<file path="src/rtl/microsequencer_n.sv">
// Microcode address sequencer: cond jump/call/ret, loop counter, dispatch, sticky stack errors.
// New address 1 cycle after op; stall=1 freezes pc, stack, counter and flags.
module microsequencer_n #(
   parameter int ADDR_WIDTH  = 12,
   parameter int STACK_DEPTH = 4,
   parameter int COUNT_WIDTH = 8,
   parameter int NUM_COND    = 8
) (
   input  logic                        clock,
   input  logic                        reset,
   input  logic [2:0]                  op,
   input  logic [$clog2(NUM_COND)-1:0] cond_sel,
   input  logic                        cond_invert,
   input  logic [NUM_COND-1:0]         cond_in,
   input  logic [ADDR_WIDTH-1:0]       d_in,
   input  logic [ADDR_WIDTH-1:0]       dispatch_in,
   input  logic                        stall,
   output logic [ADDR_WIDTH-1:0]       address,
   output logic                        count_zero,
   output logic                        stack_empty,
   output logic                        stack_full,
   output logic                        overflow,
   output logic                        underflow
);

   localparam int SPW  = $clog2(STACK_DEPTH + 1);
   localparam int IDXW = (STACK_DEPTH > 1) ? $clog2(STACK_DEPTH) : 1;

   localparam logic [2:0] OP_NEXT     = 3'd0;
   localparam logic [2:0] OP_JUMP     = 3'd1;
   localparam logic [2:0] OP_CALL     = 3'd2;
   localparam logic [2:0] OP_RET      = 3'd3;
   localparam logic [2:0] OP_LDCNT    = 3'd4;
   localparam logic [2:0] OP_LOOP     = 3'd5;
   localparam logic [2:0] OP_DISPATCH = 3'd6;
   localparam logic [2:0] OP_HOLD     = 3'd7;

   logic [ADDR_WIDTH-1:0]  pc_q, pc_d;
   logic [SPW-1:0]         sp_q, sp_d;
   logic [COUNT_WIDTH-1:0] cnt_q, cnt_d;
   logic                   ovf_q, ovf_d;
   logic                   unf_q, unf_d;

   logic [ADDR_WIDTH-1:0]  stack_q [0:(2**IDXW)-1];
   logic                   push_we;

   logic [ADDR_WIDTH-1:0]  inc;
   logic [SPW-1:0]         sp_m1;
   logic                   cond;
   logic                   full;
   logic                   empty;

   assign inc   = pc_q + ADDR_WIDTH'(1);
   assign sp_m1 = sp_q - SPW'(1);
   assign full  = (sp_q == SPW'(STACK_DEPTH));
   assign empty = (sp_q == '0);
   assign cond  = ((cond_sel == '0) ? 1'b1 : cond_in[cond_sel]) ^ cond_invert;

   always_comb begin
      pc_d    = pc_q;
      sp_d    = sp_q;
      cnt_d   = cnt_q;
      ovf_d   = ovf_q;
      unf_d   = unf_q;
      push_we = 1'b0;
      if (!stall) begin
         pc_d = inc;
         case (op)
            OP_NEXT: pc_d = inc;
            OP_JUMP: begin
               if (cond) pc_d = d_in;
            end
            OP_CALL: begin
               if (cond) begin
                  // The target is taken even when the return address has to be dropped.
                  pc_d = d_in;
                  if (full) begin
                     ovf_d = 1'b1;
                  end else begin
                     push_we = 1'b1;
                     sp_d    = sp_q + SPW'(1);
                  end
               end
            end
            OP_RET: begin
               if (cond) begin
                  if (empty) begin
                     unf_d = 1'b1;
                  end else begin
                     pc_d = stack_q[sp_m1[IDXW-1:0]];
                     sp_d = sp_m1;
                  end
               end
            end
            OP_LDCNT: cnt_d = d_in[COUNT_WIDTH-1:0];
            OP_LOOP: begin
               if (cnt_q != '0) begin
                  cnt_d = cnt_q - COUNT_WIDTH'(1);
                  pc_d  = d_in;
               end
            end
            OP_DISPATCH: pc_d = dispatch_in;
            OP_HOLD:     pc_d = pc_q;
            default:     pc_d = inc;
         endcase
      end
   end

   always_ff @(posedge clock or posedge reset) begin
      if (reset) begin
         pc_q  <= '0;
         sp_q  <= '0;
         cnt_q <= '0;
         ovf_q <= 1'b0;
         unf_q <= 1'b0;
      end else begin
         pc_q  <= pc_d;
         sp_q  <= sp_d;
         cnt_q <= cnt_d;
         ovf_q <= ovf_d;
         unf_q <= unf_d;
      end
   end

   // Stack contents need no reset; sp alone decides what is valid.
   always_ff @(posedge clock) begin
      if (push_we && !reset) stack_q[sp_q[IDXW-1:0]] <= inc;
   end

   assign address     = pc_q;
   assign count_zero  = (cnt_q == '0);
   assign stack_empty = empty;
   assign stack_full  = full;
   assign overflow    = ovf_q;
   assign underflow   = unf_q;

endmodule

</file>
<file path="config.mk">
export PLATFORM = sky130hd
export DESIGN_NAME = microsequencer_n
export DESIGN_NICKNAME = d
export VERILOG_FILES = /design/src/rtl/microsequencer_n.sv
export SDC_FILE = /design/constraint.sdc
export NUM_CORES = 1
export LEC_CHECK = 0
export ABC_CLOCK_PERIOD_IN_PS = 2900
export BUFFER_PORTS_ARGS = -buffer_cell sky130_fd_sc_hd__buf_2
export CAP_MARGIN = 40
export CORE_MARGIN = 4
export CORE_UTILIZATION = 45
export DETAILED_ROUTE_END_ITERATION = 10
export PLACE_DENSITY = 0.76
export SLEW_MARGIN = 40
export SYNTH_ARGS = -nofsm -noshare
export SYNTH_HDL_FRONTEND = slang
export SYNTH_SLANG_ARGS = --single-unit
</file>
<file path="constraint.sdc">
create_clock -name clock -period 2.9 [get_ports clock]
set_input_delay 0.58 -clock clock [delete_from_list [all_inputs] [get_ports clock]]
set_output_delay 0.58 -clock clock [all_outputs]
set_load 0.05 [all_outputs]
</file>
Word level (Yosys, flattened, before mapping)
Memories as Yosys holds them, arrays and structs flattened.
Index checks and enable logic that the tools add are counted.
Storage, ports and cells
  bits in registers: 25
  bits in writable memories: 48
  bits of input ports: 42
  logic and storage cells: 62
  memories: 1
Memory list
  stack_q: depth 4, width 12, read ports 1, clocked after memory_dff 0, write ports 1, RTL line 44  | logic [ADDR_WIDTH-1:0] stack_q [0:(2**IDXW)-1];
Cells by class
  add/sub/neg operators: 4
  order comparisons: 1
  equality and inequality tests: 13
  muxes and demuxes: 21
  bitwise gates (word level): 3
  reduce and logical (&&, ||, !) cells: 14
Operators with widths (count)
  $pmux 12 s5: 1
  $mux 12: 4
  $pmux 8 s2: 1
  $eq 3x3->1 const B: 5
  $add 12x1->12 const B: 1
  $mux 3: 4
  $ne 2x2->1 const B: 5
  $logic_not 8->1: 1
  $mux 1: 8
  $mux 8: 1
  $reduce_and 4->1: 2
  $reduce_bool 8->1: 1
  $sub 8x1->8 const B: 1
  $eq 3x2->1 const B: 2
  $logic_not 3->1: 2
  $pmux 3 s2: 1
  $reduce_and 6->1: 1
  $lt 3x4->1 const B: 1
  $reduce_bool 2->1: 2
  $add 3x1->3 const B: 1
  $bmux 1 s3: 1
  $eq 3x1->1 const B: 1
  $reduce_and 3->1: 1
  $sub 3x1->3 const B: 1
  6 further kinds: 7

Logic depth before layout (Yosys ltp)
  word-level depth: 10
  mapped depth: 12

Least setup slack after synthesis
No wires, ideal clock.
  path type: reg-to-reg
  from: register sp_q[0]
  to: register pc_q[0] (netlist: address[0])
  arrival time: 2.929 ns
  data required time: 2.766 ns
  setup slack: -0.164 ns
  cell stages (with the launch flop): 12
  buffers on the path: 2
  clock period less this slack: 3.064 ns
  cell sequence: dfrtp_1 -> clkbuf_1 -> buf_2 -> inv_1 -> ha_1 -> inv_1 -> nor2_1 -> nor2b_1 -> mux2_4 -> mux2_4 -> a221oi_1 -> a211oi_1
On the way
  elaborated cells on any way between the ends: 6
  those cells by class: add/sub (1); mux (3); reduce/logical (1); memory (1)
RTL lines
  from (decl): RTL line 39  | logic [SPW-1:0] sp_q, sp_d;
  from (signal assigned): RTL line 118  | sp_q <= sp_d;
  $logic_not 3->1: RTL line 56  | assign empty = (sp_q == '0);
  named net stack_empty: RTL line 20  | output logic stack_empty,
  $mux 12: RTL line 87  | if (empty) begin
  $mux 12: RTL line 86  | if (cond) begin
  $pmux 12 s5: RTL line 68  | case (op)
  to (signal assigned): RTL line 117  | pc_q <= pc_d;
  to (decl): RTL line 38  | logic [ADDR_WIDTH-1:0] pc_q, pc_d;
The timed path passes the listed nets, and every way through them passes these cells.
A chain may end at the register's enable or synchronous reset.

Worst setup path after layout
  from: register cnt_q[0]
  to: output count_zero
On the way
  cells in the longest elaborated chain, start to end: 1
RTL lines
  from (decl): RTL line 40  | logic [COUNT_WIDTH-1:0] cnt_q, cnt_d;
  from (signal assigned): RTL line 119  | cnt_q <= cnt_d;
  $logic_not 8->1: RTL line 131  | assign count_zero = (cnt_q == '0);
  to (decl): RTL line 19  | output logic count_zero,
Every way passes these cells.

==> flow_summary.toml <==
[cells_and_area]
fin_nets = 468
final_common_cell = "buf_2"
fin_area_mm2 = 0.00465
final_util_pct = 53.4
antennaDiodeCount = 0
area_growth_pct = 15.8
multi_input_area_mm2 = 0.00182
fillers = 734
layout.cells.most_common_list = "buf_2 (57), edfxtp_1 (48), nor2_1 (34), dfrtp_1 (25), nand2_1 (23)"
seq_area_mm2 = 0.00207
drive_gt1_share_pct = 28.1

[timing]
post-route-period-util_pct = 92.6
fin_skew_ps = 11.8
setup_viol = 0
rsz0062_at_grt = "false"
finalCriticalPeriod_ps = 2690
hold_ws_ps = 286
slew-limit-headroom_pct = 57.8
finalSetupTns_ps = 0
fmax_mhz = 372
worst_pin_slew_ps = 629
slew_violations = 0
hold_viol = 0

[cts]
clk_pin_slew_ps = 90
cts_buffers = 9
clock_path_buffers = 2
clock-sinks = 73
clock-root-buffer = "clkbuf_8"
clk_latency_ps = 350
cts_max_level = 3
cts_tree = "built"
postCtsHoldBufs = 0
ctsResizeCount = 0
cts_setup_buffers = 0

[logic_synthesis]
synth_area_leaders = "edfxtp_1 (36%), dfrtp_1 (16%), mux4_2 (6.7%)"
syn_avg_cell_area_um2 = 11.3
yosysTopAreaCell = "edfxtp_1"
ys_types = 54
synth_nets = 405
seq_area_frac_synth_pct = 51.4
synth_top_area_share_pct = 35.9
syn_area_mm2 = 0.00402
netlist_instances = 356
synth_warnings = 0
yosys_register_bits = 73

[grt]
grtUsageTotal_pct = 19.5
grt_max_degree = 26
grt_pass1_wl_um = 15700
grt_pass1_vias = 3042
antenna_found_initial = 0
grt-ovfl-total = 0

[detailed_routing]
viasPerCell = 5.86
antenna_left = 0
drc = 0
wl_per_cell_um = 18.2
totalWireLength_um = 9680
drt-initial-drc-count = 260
vias = 3116
dr.pass1.iters = 5

[pwr]
ir_drop_uv = 338
netSwitchingFraction_pct = 39.9
p_int_mw = 2.17
switchingPower_mw = 1.44
p_clk_share_pct = 20.9
power_leakage_nw = 1.77
pwr-share-comb_pct = 41.0
p_seq_share_pct = 38.1
p_total_mw = 3.61
powerDensity_mw_per_mm2 = 776

[critical_path]
crit_path_start = "cnt_q[0]"
r2r-start = "cnt_q[0]"
crit_arrival_ps = 2110
critPathMaxFanout = 8
end_kind = "output pin"
cp-start-kind = "flop"
path_class = "reg -> out"
timing.rr.end = "address[7]"
cp-endpoint = "count_zero"
ff2ff_setup_slack_ps = 460
r2r_cells = 9
crit_required_ps = 2320

[place]
routabilityCongestion = 0.881
dp.final_hpwl_um = 7050
numPortBuffers = 57
placed_area_mm2 = 0.00447

[floorplanning]
dieArea_mm2 = 0.0105
core_area_mm2 = 0.00872
initial_utilization_pct = 46.1
die_y_um = 103
num_io_pins = 59
rows = 34
die_w_um = 103

[worst_hold_path]
hp-class = "in -> async"

[outcome]
status = "complete, no violations"

[flow_run]
maxCapViolations = 0
[logic make-up (layout without fill, tap and decap cells)]
family	after synthesis	count (layout)	synth area share, %
simple gates	105	105	12.8
compound gates	94	94	15.6
flops	73	73	51.4
buf+inv	34	102	3.36
mux	26	26	10.5
xor+xnor	17	17	4.17
fa+ha+maj	7	7	2.18
[registers in the layout, indices dropped and copies added, names as in the netlist]
signal     cells
stack_q       48
sp_q           3
address       12
overflow       1
underflow      1
cnt_q          8
[layer usage]
metal / vias to the layer above / global-route usage, % / part of all wire (%)
li1: 1476 / - / -
met1: 1524 / 25.8 / 43
met2: 108 / 32.8 / 50
met3: 8 / 4.06 / 5.8
met4: 0 / 5.25 / 1.3
met5: - / 0 / 0
[per-stage QoR]
step | std cells | worst slack (ps)
2_1_floorplan | 356 | 40.7
3_3_place_gp | 516 | 351
4_1_cts | 532 | 225
5_1_grt | 532 | 9.39
6_report | 532 | 213
3_5_place_dp | 516 | 305
[power by group through the flow]
stage	Combinational [mW]	Sequential, mW	Clock [mW]
global route	1.60	1.39	0.814
CTS	1.49	1.38	0.759
global placement	1.44	1.39	0
floorplan	0.935	1.55	0
detailed placement	1.48	1.40	0
finish	1.48	1.38	0.756
[worst min-delay path by stage]
stage / startpoint / to / cells after the start
after floorplan: cnt_q[0] / cnt_q[0] / 2
after global placement: overflow / overflow / 1
after detailed placement: overflow / overflow / 1
after CTS: reset / overflow / 3
after global routing: reset / overflow / 3
final: reset / overflow / 3
[critical path: stages, from the launching register on]
cell      delay, ps
dfrtp_1         410
inv_1            70
ha_1            200
nor4b_1         250
buf_4           170
nand2_1         130
clkinv_1        210
buf_2           300
[synthesized netlist by cell type, drive strengths merged]
| master | n |
|---|---|
| nand3 | 11 |
| a31oi | 11 |
| a21oi | 16 |
| nand2 | 23 |
| nand4 | 4 |
| o221ai | 1 |
| and3 | 2 |
| a22oi | 1 |
| clkinv | 1 |
| or3b | 1 |
| nand2b | 6 |
| nor3 | 7 |
| clkbuf | 13 |
| inv | 14 |
| nor2 | 36 |
| or2b | 4 |
| o22ai | 11 |
| or3 | 2 |
| nor4b | 1 |
| nor3b | 1 |
| o21a | 1 |
| mux2i | 10 |
| and2 | 2 |
| or4 | 1 |
| dfrtp | 25 |
| ha | 7 |
| o211ai | 9 |
| buf | 6 |
| or2 | 3 |
| mux2 | 4 |
| mux4 | 12 |
| nor2b | 1 |
| a21o | 3 |
| xor2 | 4 |
| o21ai | 20 |
| a221oi | 8 |
| o221a | 1 |
| edfxtp | 48 |
| o31ai | 1 |
| a22o | 2 |
| a31o | 2 |
| a32oi | 1 |
| xnor2 | 13 |
| a311o | 1 |
| a211oi | 5 |
[area by class of cell]
cell class              instances  share of cell area, %
well taps                     108                   2.90
multi-input cells             249                   39.1
inverters                      15                   1.21
flip-flops and latches         73                   44.4
clock inverters                 7                   1.32
repair buffers                 71                   8.39
clock buffers                   9                   2.66
(Power assumes the default switching activity.)
